===== config.mk =====
export PLATFORM = sky130hd
export DESIGN_NAME = mem_stage_lsu
export DESIGN_NICKNAME = d
export VERILOG_FILES = /design/src/rtl/mem_stage_lsu_pkg.sv /design/src/rtl/mem_stage_lsu_align.sv /design/src/rtl/mem_stage_lsu.sv
export SDC_FILE = /design/constraint.sdc
export NUM_CORES = 1
export LEC_CHECK = 0
export ABC_AREA = 0
export CAP_MARGIN = 10
export CORE_UTILIZATION = 52
export DETAILED_ROUTE_END_ITERATION = 12
export PLACE_DENSITY = 0.86
export SLEW_MARGIN = 20
export SYNTH_ARGS = -nofsm -noshare
export SYNTH_HDL_FRONTEND = slang
export SYNTH_SLANG_ARGS = --single-unit

===== constraint.sdc =====
create_clock -name clk -period 11.3 [get_ports clk]
set_input_delay 3.39 -clock clk [delete_from_list [all_inputs] [get_ports clk]]
set_output_delay 3.39 -clock clk [all_outputs]
set_load 0.05 [all_outputs]

===== src/rtl/mem_stage_lsu_pkg.sv =====
// Shared definitions for the memory-stage load/store unit.
//   - RV32I load/store width codes (store codes share encodings with
//     the corresponding signed load codes: SB=LB, SH=LH, SW=LW)
//   - byte-enable base patterns
//   - FSM state encoding
package mem_stage_lsu_pkg;

  localparam logic [2:0] F3_LB  = 3'b000;
  localparam logic [2:0] F3_LH  = 3'b001;
  localparam logic [2:0] F3_LW  = 3'b010;
  localparam logic [2:0] F3_LBU = 3'b100;
  localparam logic [2:0] F3_LHU = 3'b101;

  localparam logic [3:0] BE_BYTE = 4'b0001;
  localparam logic [3:0] BE_HALF = 4'b0011;
  localparam logic [3:0] BE_WORD = 4'b1111;

  typedef enum logic [1:0] {
    S_IDLE = 2'd0,
    S_REQ  = 2'd1,
    S_RESP = 2'd2
  } lsu_state_e;

endpackage


===== src/rtl/mem_stage_lsu_align.sv =====
// lsu_align: purely combinational lane logic for the load/store unit.
//   funct3      in   width code (codes 3, 6, 7 behave as word)
//   addr_lo     in   ex_addr[1:0] (lane offset k)
//   store_data  in   rs2 value
//   rdata       in   read word from data memory
//   store_be    out  store byte enables, shifted to lane k
//   store_wdata out  store data replicated across lanes
//   load_data   out  extracted and sign/zero-extended load value
//   misaligned  out  access does not meet its natural alignment
module lsu_align
  import mem_stage_lsu_pkg::*;
(
  input  logic [2:0]  funct3,
  input  logic [1:0]  addr_lo,
  input  logic [31:0] store_data,
  input  logic [31:0] rdata,
  output logic [3:0]  store_be,
  output logic [31:0] store_wdata,
  output logic [31:0] load_data,
  output logic        misaligned
);

  logic [7:0]  ld_byte;
  logic [15:0] ld_half;

  always_comb begin
    case (funct3)
      F3_LB, F3_LBU: misaligned = 1'b0;
      F3_LH, F3_LHU: misaligned = addr_lo[0];
      default:       misaligned = |addr_lo;
    endcase
  end

  // Replicating the data means the selected lane always carries the value,
  // whichever byte enables end up active.
  always_comb begin
    case (funct3)
      F3_LB, F3_LBU: begin
        store_be    = BE_BYTE << addr_lo;
        store_wdata = {4{store_data[7:0]}};
      end
      F3_LH, F3_LHU: begin
        store_be    = BE_HALF << addr_lo;
        store_wdata = {2{store_data[15:0]}};
      end
      default: begin
        store_be    = BE_WORD;
        store_wdata = store_data;
      end
    endcase
  end

  always_comb begin
    case (addr_lo)
      2'd0:    ld_byte = rdata[7:0];
      2'd1:    ld_byte = rdata[15:8];
      2'd2:    ld_byte = rdata[23:16];
      default: ld_byte = rdata[31:24];
    endcase
    // Only even offsets reach this path for halfword loads.
    ld_half = addr_lo[1] ? rdata[31:16] : rdata[15:0];
  end

  always_comb begin
    case (funct3)
      F3_LB:   load_data = {{24{ld_byte[7]}}, ld_byte};
      F3_LBU:  load_data = {24'd0, ld_byte};
      F3_LH:   load_data = {{16{ld_half[15]}}, ld_half};
      F3_LHU:  load_data = {16'd0, ld_half};
      default: load_data = rdata;
    endcase
  end

endmodule


===== src/rtl/mem_stage_lsu.sv =====
// mem_stage_lsu: memory-stage load/store unit of the 5-stage RV32I pipeline.
// Issues data-memory requests (req/gnt, then rvalid for loads), aligns store
// data, extends load data, stalls the pipeline while a transaction is
// outstanding and reports misaligned accesses and bus timeouts.
//
// Ports:
//   clk, reset                 clock, asynchronous active-high reset
//   ex_*                       EX/MEM register contents
//   dm_req/we/be/addr/wdata    data-memory request (combinational)
//   dm_gnt, dm_rvalid, dm_rdata data-memory responses
//   mem_*                      registered bundle for MEM/WB
//   stall                      freeze IF/ID/EX and EX/MEM
//   misalign_exc, bus_err      one-cycle exception pulses
//
// TIMEOUT_CYCLES must be below 2**CNT_W.
//
// state  | meaning
// -------+----------------------------------------------------------
// S_IDLE | no transaction outstanding; EX/MEM op handled directly
// S_REQ  | dm_req held with latched fields, waiting for dm_gnt
// S_RESP | load granted, waiting for dm_rvalid
module mem_stage_lsu
  import mem_stage_lsu_pkg::*;
#(
  parameter int TIMEOUT_CYCLES = 16,
  parameter int CNT_W          = 5
) (
  input  logic        clk,
  input  logic        reset,
  input  logic        ex_valid,
  input  logic        ex_mem_read,
  input  logic        ex_mem_write,
  input  logic [2:0]  ex_funct3,
  input  logic [31:0] ex_addr,
  input  logic [31:0] ex_store_data,
  input  logic [31:0] ex_rd_data,
  input  logic [4:0]  ex_write_addr,
  input  logic        ex_RegWrite,
  input  logic        ex_MemtoReg,
  output logic        dm_req,
  output logic        dm_we,
  output logic [3:0]  dm_be,
  output logic [31:0] dm_addr,
  output logic [31:0] dm_wdata,
  input  logic        dm_gnt,
  input  logic        dm_rvalid,
  input  logic [31:0] dm_rdata,
  output logic        mem_valid,
  output logic [31:0] mem_rd_data,
  output logic [31:0] mem_load_data,
  output logic [4:0]  mem_write_addr,
  output logic        mem_RegWrite,
  output logic        mem_MemtoReg,
  output logic        stall,
  output logic        misalign_exc,
  output logic        bus_err
);

  lsu_state_e       state_q, state_d;
  logic [CNT_W-1:0] cnt_q, cnt_d;

  // Request fields and pass-through data captured when a transaction starts.
  logic        lat_we;
  logic [3:0]  lat_be;
  logic [31:0] lat_addr;
  logic [31:0] lat_wdata;
  logic [2:0]  lat_funct3;
  logic [1:0]  lat_addr_lo;
  logic [31:0] lat_rd_data;
  logic [4:0]  lat_write_addr;
  logic        lat_regwrite;
  logic        lat_memtoreg;

  logic [2:0]  al_funct3;
  logic [1:0]  al_addr_lo;
  logic [3:0]  al_store_be;
  logic [31:0] al_store_wdata;
  logic [31:0] al_load_data;
  logic        al_misaligned;

  logic is_mem_op;
  logic idle_op;
  logic idle_mem;
  logic idle_aligned;
  logic timeout;

  logic        out_valid;
  logic [31:0] out_rd;
  logic [31:0] out_ld;
  logic [4:0]  out_wa;
  logic        out_rw;
  logic        out_m2r;
  logic        out_mis;
  logic        out_berr;

  // In IDLE the aligner sees the live EX/MEM op; once a load is in flight it
  // sees the latched width/offset so the response can be extracted.
  assign al_funct3  = (state_q == S_IDLE) ? ex_funct3    : lat_funct3;
  assign al_addr_lo = (state_q == S_IDLE) ? ex_addr[1:0] : lat_addr_lo;

  lsu_align u_align (
    .funct3      (al_funct3),
    .addr_lo     (al_addr_lo),
    .store_data  (ex_store_data),
    .rdata       (dm_rdata),
    .store_be    (al_store_be),
    .store_wdata (al_store_wdata),
    .load_data   (al_load_data),
    .misaligned  (al_misaligned)
  );

  // reset gates the IDLE decode so dm_req and stall drop the moment reset
  // rises, even with a memory op sitting in EX/MEM.
  assign is_mem_op    = ex_mem_read | ex_mem_write;
  assign idle_op      = (state_q == S_IDLE) && ex_valid && !reset;
  assign idle_mem     = idle_op && is_mem_op;
  assign idle_aligned = idle_mem && !al_misaligned;
  assign timeout      = (cnt_q == CNT_W'(TIMEOUT_CYCLES - 1));

  always_comb begin
    dm_req   = 1'b0;
    dm_we    = 1'b0;
    dm_be    = 4'b0000;
    dm_addr  = 32'd0;
    dm_wdata = 32'd0;
    stall    = 1'b0;
    if (idle_aligned) begin
      dm_req   = 1'b1;
      dm_we    = ex_mem_write;
      dm_be    = ex_mem_write ? al_store_be : BE_WORD;
      dm_addr  = {ex_addr[31:2], 2'b00};
      dm_wdata = ex_mem_write ? al_store_wdata : 32'd0;
      // A store granted immediately completes this cycle without stalling.
      stall    = !(ex_mem_write && dm_gnt);
    end else if (state_q == S_REQ) begin
      dm_req   = 1'b1;
      dm_we    = lat_we;
      dm_be    = lat_be;
      dm_addr  = lat_addr;
      dm_wdata = lat_wdata;
      stall    = 1'b1;
    end else if (state_q == S_RESP) begin
      stall    = 1'b1;
    end
  end

  always_comb begin
    state_d   = state_q;
    cnt_d     = cnt_q;
    out_valid = 1'b0;
    out_rd    = lat_rd_data;
    out_ld    = 32'd0;
    out_wa    = lat_write_addr;
    out_rw    = lat_regwrite;
    out_m2r   = lat_memtoreg;
    out_mis   = 1'b0;
    out_berr  = 1'b0;
    case (state_q)
      S_IDLE: begin
        out_rd  = ex_rd_data;
        out_wa  = ex_write_addr;
        out_rw  = ex_RegWrite;
        out_m2r = ex_MemtoReg;
        if (idle_op) begin
          if (!is_mem_op) begin
            out_valid = 1'b1;
          end else if (al_misaligned) begin
            out_valid = 1'b1;
            out_mis   = 1'b1;
            out_rw    = 1'b0;
          end else if (ex_mem_write) begin
            if (dm_gnt) begin
              out_valid = 1'b1;
            end else begin
              state_d = S_REQ;
              cnt_d   = '0;
            end
          end else begin
            state_d = dm_gnt ? S_RESP : S_REQ;
            cnt_d   = '0;
          end
        end
      end
      S_REQ: begin
        // gnt takes priority over a timeout landing on the same cycle;
        // rvalid is not looked at here.
        if (dm_gnt) begin
          cnt_d = '0;
          if (lat_we) begin
            out_valid = 1'b1;
            state_d   = S_IDLE;
          end else begin
            state_d = S_RESP;
          end
        end else if (timeout) begin
          out_valid = 1'b1;
          out_berr  = 1'b1;
          out_rw    = 1'b0;
          cnt_d     = '0;
          state_d   = S_IDLE;
        end else begin
          cnt_d = cnt_q + CNT_W'(1);
        end
      end
      S_RESP: begin
        if (dm_rvalid) begin
          out_valid = 1'b1;
          out_ld    = al_load_data;
          state_d   = S_IDLE;
        end else if (timeout) begin
          out_valid = 1'b1;
          out_berr  = 1'b1;
          out_rw    = 1'b0;
          cnt_d     = '0;
          state_d   = S_IDLE;
        end else begin
          cnt_d = cnt_q + CNT_W'(1);
        end
      end
      default: begin
        state_d = S_IDLE;
        cnt_d   = '0;
      end
    endcase
  end

  always_ff @(posedge clk or posedge reset) begin
    if (reset) begin
      state_q <= S_IDLE;
      cnt_q   <= '0;
    end else begin
      state_q <= state_d;
      cnt_q   <= cnt_d;
    end
  end

  // The live request bus is captured directly, so REQ replays exactly what
  // was presented in IDLE.
  always_ff @(posedge clk or posedge reset) begin
    if (reset) begin
      lat_we         <= 1'b0;
      lat_be         <= 4'b0000;
      lat_addr       <= 32'd0;
      lat_wdata      <= 32'd0;
      lat_funct3     <= 3'd0;
      lat_addr_lo    <= 2'd0;
      lat_rd_data    <= 32'd0;
      lat_write_addr <= 5'd0;
      lat_regwrite   <= 1'b0;
      lat_memtoreg   <= 1'b0;
    end else if (idle_aligned) begin
      lat_we         <= dm_we;
      lat_be         <= dm_be;
      lat_addr       <= dm_addr;
      lat_wdata      <= dm_wdata;
      lat_funct3     <= ex_funct3;
      lat_addr_lo    <= ex_addr[1:0];
      lat_rd_data    <= ex_rd_data;
      lat_write_addr <= ex_write_addr;
      lat_regwrite   <= ex_RegWrite;
      lat_memtoreg   <= ex_MemtoReg;
    end
  end

  always_ff @(posedge clk or posedge reset) begin
    if (reset) begin
      mem_valid      <= 1'b0;
      misalign_exc   <= 1'b0;
      bus_err        <= 1'b0;
      mem_rd_data    <= 32'd0;
      mem_load_data  <= 32'd0;
      mem_write_addr <= 5'd0;
      mem_RegWrite   <= 1'b0;
      mem_MemtoReg   <= 1'b0;
    end else begin
      mem_valid    <= out_valid;
      misalign_exc <= out_mis;
      bus_err      <= out_berr;
      if (out_valid) begin
        mem_rd_data    <= out_rd;
        mem_load_data  <= out_ld;
        mem_write_addr <= out_wa;
        mem_RegWrite   <= out_rw;
        mem_MemtoReg   <= out_m2r;
      end
    end
  end

endmodule


## Word level (Yosys, flattened, before mapping)

Cells that the tools add are included.

- Flip-flop bits (word level): 194
- Bits in latches: 0
- Bits in writable memories: 0
- Bits in read-only memories: 0
- Input bits: 145
- Output and inout port bits: 145
- Logic and storage cells: 125
- Memories kept: 0

- $add $sub $neg: 1
- Multipliers: 0
- Div/mod/pow operators: 0
- Order comparisons: 0
- Equality and inequality tests: 13
- Shift-type cells: 2
- Mux-type cells: 72
- Bitwise logic cells: 1
- Reductions and logical operators: 16

Operators with widths:

| operator | count |
|---|---|
| $mux 32 | 8 |
| $pmux 32 s4 | 1 |
| $pmux 32 s2 | 1 |
| $mux 5 | 9 |
| $mux 1 | 29 |
| $pmux 8 s3 | 1 |
| $mux 2 | 11 |
| $mux 16 | 1 |
| $pmux 5 s3 | 1 |
| $mux 4 | 3 |
| $ne 2x2->1 const B | 4 |
| $pmux 4 s2 | 1 |
| $eq 3x3->1 const B | 2 |
| $pmux 1 s3 | 2 |
| $pmux 2 s3 | 1 |
| $reduce_or 2->1 | 3 |
| $add 5x1->5 const B | 1 |
| $eq 5x4->1 const B | 1 |
| $logic_and 1x1->1 | 5 |
| $reduce_and 5->1 | 1 |
| $eq 2x1->1 const B | 2 |
| $eq 2x2->1 const B | 2 |
| $logic_not 2->1 | 2 |
| $pmux 1 s2 | 2 |
| other kinds (9) | 11 |

## Depth between registers and ports, before layout

- Word-level depth: 9
- Gate-level depth with buffers: 11
- Depth with buffers taken out: 8

## Modules after synthesis

From an unflattened synthesis, not the netlist that was laid out.

- Cells, all modules: 1017
- Area total of the unflattened synthesis: 10137.2 sq um

By module, submodules not included:

| module | times used | cells each | area an instance (sq um) | sequential area each (sq um) |
|---|---|---|---|---|
| mem_stage_lsu | 1 | 837 | 8795.9 | 4854.7 |
| lsu_align | 1 | 180 | 1341.3 | 0.0 |

## Worst setup path before layout

Ideal clock, no wire load.

- Path type: input to output
- Start: input ex_funct3[1]
- End: output dm_be[1]
- Arrival: 5.403 ns
- Data required time: 7.910 ns
- Path slack: 2.507 ns
- Cell stages on the path: 6
- Path buffers: 2
- Path through: a21oi_1 -> a21oi_2 -> a21o_1 -> buf_2 -> clkbuf_1 -> o21ai_0

- Cells in the longest elaborated chain, start to end: 7
- Elaborated cells between the ends (all ways): 13
- Classes of those cells: eq/ne: 3; mux: 5; reduce/logical: 5

RTL lines:

| what | RTL line | source |
|---|---|---|
| from (decl) | mem_stage_lsu.sv:33 | `input logic [2:0] ex_funct3,` |
| $mux 3 (*) | mem_stage_lsu.sv:98 | `assign al_funct3 = (state_q == S_IDLE) ? ex_funct3 : lat_funct3;` |
| $eq 3x1->1 (tied with other cells) | mem_stage_lsu_align.sv:27, mem_stage_lsu_align.sv:37 |  |
| $reduce_or 2->1 | mem_stage_lsu_align.sv:27, mem_stage_lsu_align.sv:37 |  |
| $pmux 1 s2 | mem_stage_lsu_align.sv:27 | `case (funct3)` |
| $logic_not 1->1 | mem_stage_lsu.sv:117 | `assign idle_aligned = idle_mem && !al_misaligned;` |
| $logic_and 1x1->1 | mem_stage_lsu.sv:117 |  |
| $mux 4 (*) | mem_stage_lsu.sv:127 | `if (idle_aligned) begin` |
| to (decl) | mem_stage_lsu.sv:42 | `output logic [3:0] dm_be,` |

Mark *: on every way between the ends. The rest lies on a longest branch, timed or not.

## Final worst setup path

- Start: input ex_funct3[1]
- End: output dm_wdata[23]

- Cells in the longest elaborated chain, start to end: 7
- Elaborated cells between the ends (all ways): 13
- Classes of those cells: eq/ne: 3; mux: 5; reduce/logical: 5

RTL lines:

| what | RTL line | source |
|---|---|---|
| $mux 3 (*) | mem_stage_lsu.sv:98 |  |
| $eq 3x1->1 (tied with other cells) | mem_stage_lsu_align.sv:27, mem_stage_lsu_align.sv:37 |  |
| $reduce_or 2->1 | mem_stage_lsu_align.sv:27, mem_stage_lsu_align.sv:37 |  |
| $pmux 1 s2 | mem_stage_lsu_align.sv:27 |  |
| $logic_not 1->1 | mem_stage_lsu.sv:117 |  |
| $logic_and 1x1->1 | mem_stage_lsu.sv:117 |  |
| $mux 32 (*) | mem_stage_lsu.sv:127 |  |
| to (decl) | mem_stage_lsu.sv:44 | `output logic [31:0] dm_wdata,` |

Marks and branches as above.

==> results.md <==
* Worst skew pair latency at 0.44 ns
* Starting density of the core at 53.5%
* Yosys warnings at 0
* Syn nets at 1156
* Relative slew slack at 25.9%
* Layout cell share with drive strength beyond 1 at 12.4%
* TritonCTS clock tree: built
* Max Slew Vio Count at 0
* Clock H-tree levels at 4
* Startpoint Class: input port
* Largest net degree at the start of global routing at 117
* Row count at 50
* Fin crit period at 10.23 ns
* Net load switching power at 1.82 mW
* GRT overflow at 0
* Vias in the first global route at 8702
* Maximum VDD drop at 185 uV
* Main combinational cell family by area after synthesis: compound AO/OA/AOI/OAI gates
* Die Y at 141 um
* WL/cell at 19.1 um
* Post-synth top area share at 48.2%
* Cts bufs inserted at 17
* Total Power at 3.93 mW
* Critical path required time at 7.91 ns
* Simple-gate share of the synthesized area at 14.6%
* Final setup TNS at 0 ns
* Area after DPL at 13000 sq um
* Final WS setup at 1.07 ns
* Final Instance Count excl. Fillers at 1522
* Resize count post-CTS at 0
* Min Hold Slack at 0.473 ns
* Most numerous cell in the Yosys netlist: nand2_1
* Int Power at 2.10 mW
* #FFs+latches synth at 194
* RSZ-0062 raised after global routing: false
* Most instantiated cells after synthesis: nand2_1 (276), dfrtp_1 (194), mux2_2 (68)
* Share of power burned in combinational logic at 55.2%
* Final cycle utilization of the critical path at 90.6%
* Worst-Margin Slew at 1.09 ns
* Xor/xnor cell area share of the yosys netlist at 0%
* FF-to-FF path depth at 8
* Final instance area at 13600 sq um
* Post-CTS Setup Bufs at 0
* Hold Fails Final Rpt at 0
* Seq pwr share at 29.6%
* Static Leak at 6.31 nW
* Layout area overhead at 35.4%
* Switching portion of total power at 46.4%
* Post-synth EDFFs at 0
* Dpl cells at 1489
* Final setup fails at 0
* Mux share of post-synthesis cell area at 13.8%
* Fmax at 0.0977 GHz
* Setup Crit Path Kind: in -> out
* Ys async rst share at 100%
* Gpl congestion at 0.928
* Total GRT Usage at 29.5%
* Reg2reg start: state_q[1]$_DFFE_PP0P_
* Crit path capture type: primary output
* Crit path max fanout at 27
* Clock power frac at 15.3%
* Avg Cell Area, Syn at 10.0 sq um
* Global-route wire length before repair at 45800 um
* Pre-antenna DRT Iters at 6
* CTS root buffer: clkbuf_16
* Most used DFF post-synth: dfrtp_1
* FILL cells at 1363
* Routed vias at 8814
* Post-synthesis compound-gate area fraction at 19.0%
* Source of the worst hold timing path: lat_regwrite$_DFFE_PP0P_
* Yosys cell types at 57
* Die Wd at 141 um
* CTS Sinks at 194
* Adder-cell area share of the yosys netlist at 0.621%
* Yosys top cell by area: dfrtp_1
* Min-Delay Path Class: reg -> reg
* Antenna violations before repair at 0
* Sequential area share after synthesis at 48.2%
* Vias per cell at 5.79
* WP data arrival at 6.84 ns
* Finished Core Util at 72.5%
* Clock buffer depth at 2
* Final Skew at 0.0131 ns
* Cells on Worst Hold Path at 2
* DRC errors left at 0
* Inserted Diodes at 0
* Post-CTS Hold Fix Bufs at 0
* Core area at 18800 sq um
* PwrDens at 288 nW/um^2
* IO Pins at 290
* Top cells by area, synth: dfrtp_1 (48%), nand2_1 (10%), mux2_2 (7.6%), a22o_1 (4.2%), a21o_1 (3.4%)
* Netlist Area Pre-Place at 10100 sq um
* Die area at 19900 sq um
* Status: finished clean
* Port buffer count at 289
* Worst slack, placed at 1.12 ns
* Hpwl dp at 20200 um
* Max-Cap Viols at 0
* Total Wirelength at 29100 um
* Initial DRC count at 890
* Critical path origin: ex_funct3[1]
* Post-route ant nets at 0
* Mapped Cells at 1006
* Final #Nets at 1399
* Clock transition at path regs at 0.07 ns
## cell families after synthesis
family                   Yosys count
flip-flops                       194
adder cells (fa/ha/maj)            5
AND/OR/NAND/NOR                  355
buffers and inverters             82
multiplexers                     118
AO/OA/AOI/OAI                    252
## power groups by stage
stage          logic [mW]  clock network [mW]  registers, mW
6_report             2.16               0.599           1.16
3_5_place_dp         2.15                   0           1.17
2_1_floorplan        1.22                   0           1.47
5_1_grt              2.29               0.631           1.19
3_3_place_gp         2.11                   0           1.16
4_1_cts              2.16               0.605           1.16
## sequential cells by signal, indices dropped and copies added, names as in the netlist, 5 cells and up
register and count:
lat_addr 32, lat_rd_data 32, lat_wdata 32, mem_load_data 32, mem_rd_data 32, cnt_q 5, lat_write_addr 5, mem_write_addr 5
## layout by cell type (no fill, tap or decap), types with 4 or more instances in the layout
cell type        Yosys  routed
o21ai_0             44      44
a21oi_1              9       7
a22o_1              48      48
nand2_1            276     276
o2bb2ai_1            8       8
clkbuf_16            0      17
o211ai_1            41      41
o31ai_1              8       8
ha_1                 5       4
nor2b_1              5       5
mux2i_1             29      27
mux2_2              68      68
inv_8                0       5
a21o_1              45      44
clkdlybuf4s50_1      0     289
a211oi_1            10      10
buf_4                3      11
a222oi_1             8       8
nand2b_1             4       4
nor2_1              26      26
nand3_1             18      18
dfrtp_1            194     194
nor3_1               6       6
mux2_4              19      19
a32o_1               8       8
## path summary, 6_finish.rpt
| kind | end | slack (ns) |
|---|---|---|
| min | lat_regwrite$_DFFE_PP0P_ | 0.47 |
| max in group asynchronous | state_q[1]$_DFFE_PP0P_ | 6.44 |
| max | dm_wdata[23] | 1.07 |
| max reg2reg | mem_load_data[8]$_DFFE_PP0P_ | 7.50 |
| min reg2reg | lat_regwrite$_DFFE_PP0P_ | 0.47 |
| min in group asynchronous | mem_load_data[29]$_DFFE_PP0P_ | 3.54 |
## worst max-delay path, stage by stage
cell and delay [ns]:
clkdlybuf4s50_1 0.61, a21oi_1 0.16, a21oi_2 0.38, a21o_4 0.38, and2_2 0.53, buf_4 0.37, o2bb2ai_1 0.16, clkdlybuf4s50_1 0.84
## final cells by class
type / instances / area, sq um / area share (%)
sequential: 194 / 4850 / 35.6
clock buffer: 18 / 439 / 3.22
inverter: 5 / 26.3 / 0.193
clock inverter: 14 / 141 / 1.04
multi-input combinational: 730 / 4860 / 35.6
tap: 260 / 325 / 2.38
timing repair buffer: 301 / 3000 / 22.0
## routing by layer
metal  vias to the layer above  wire length [um]  share of wire, %  track usage, %
met5                         -                 0                 0               0
met4                         0               914               3.1            12.2
met3                        70              2190               7.5            7.27
met2                       403             14100                48            48.7
met1                      4279             11900                41            37.1
li1                       4062                 -                 -               -
Power figures use the tool's default switching activity.
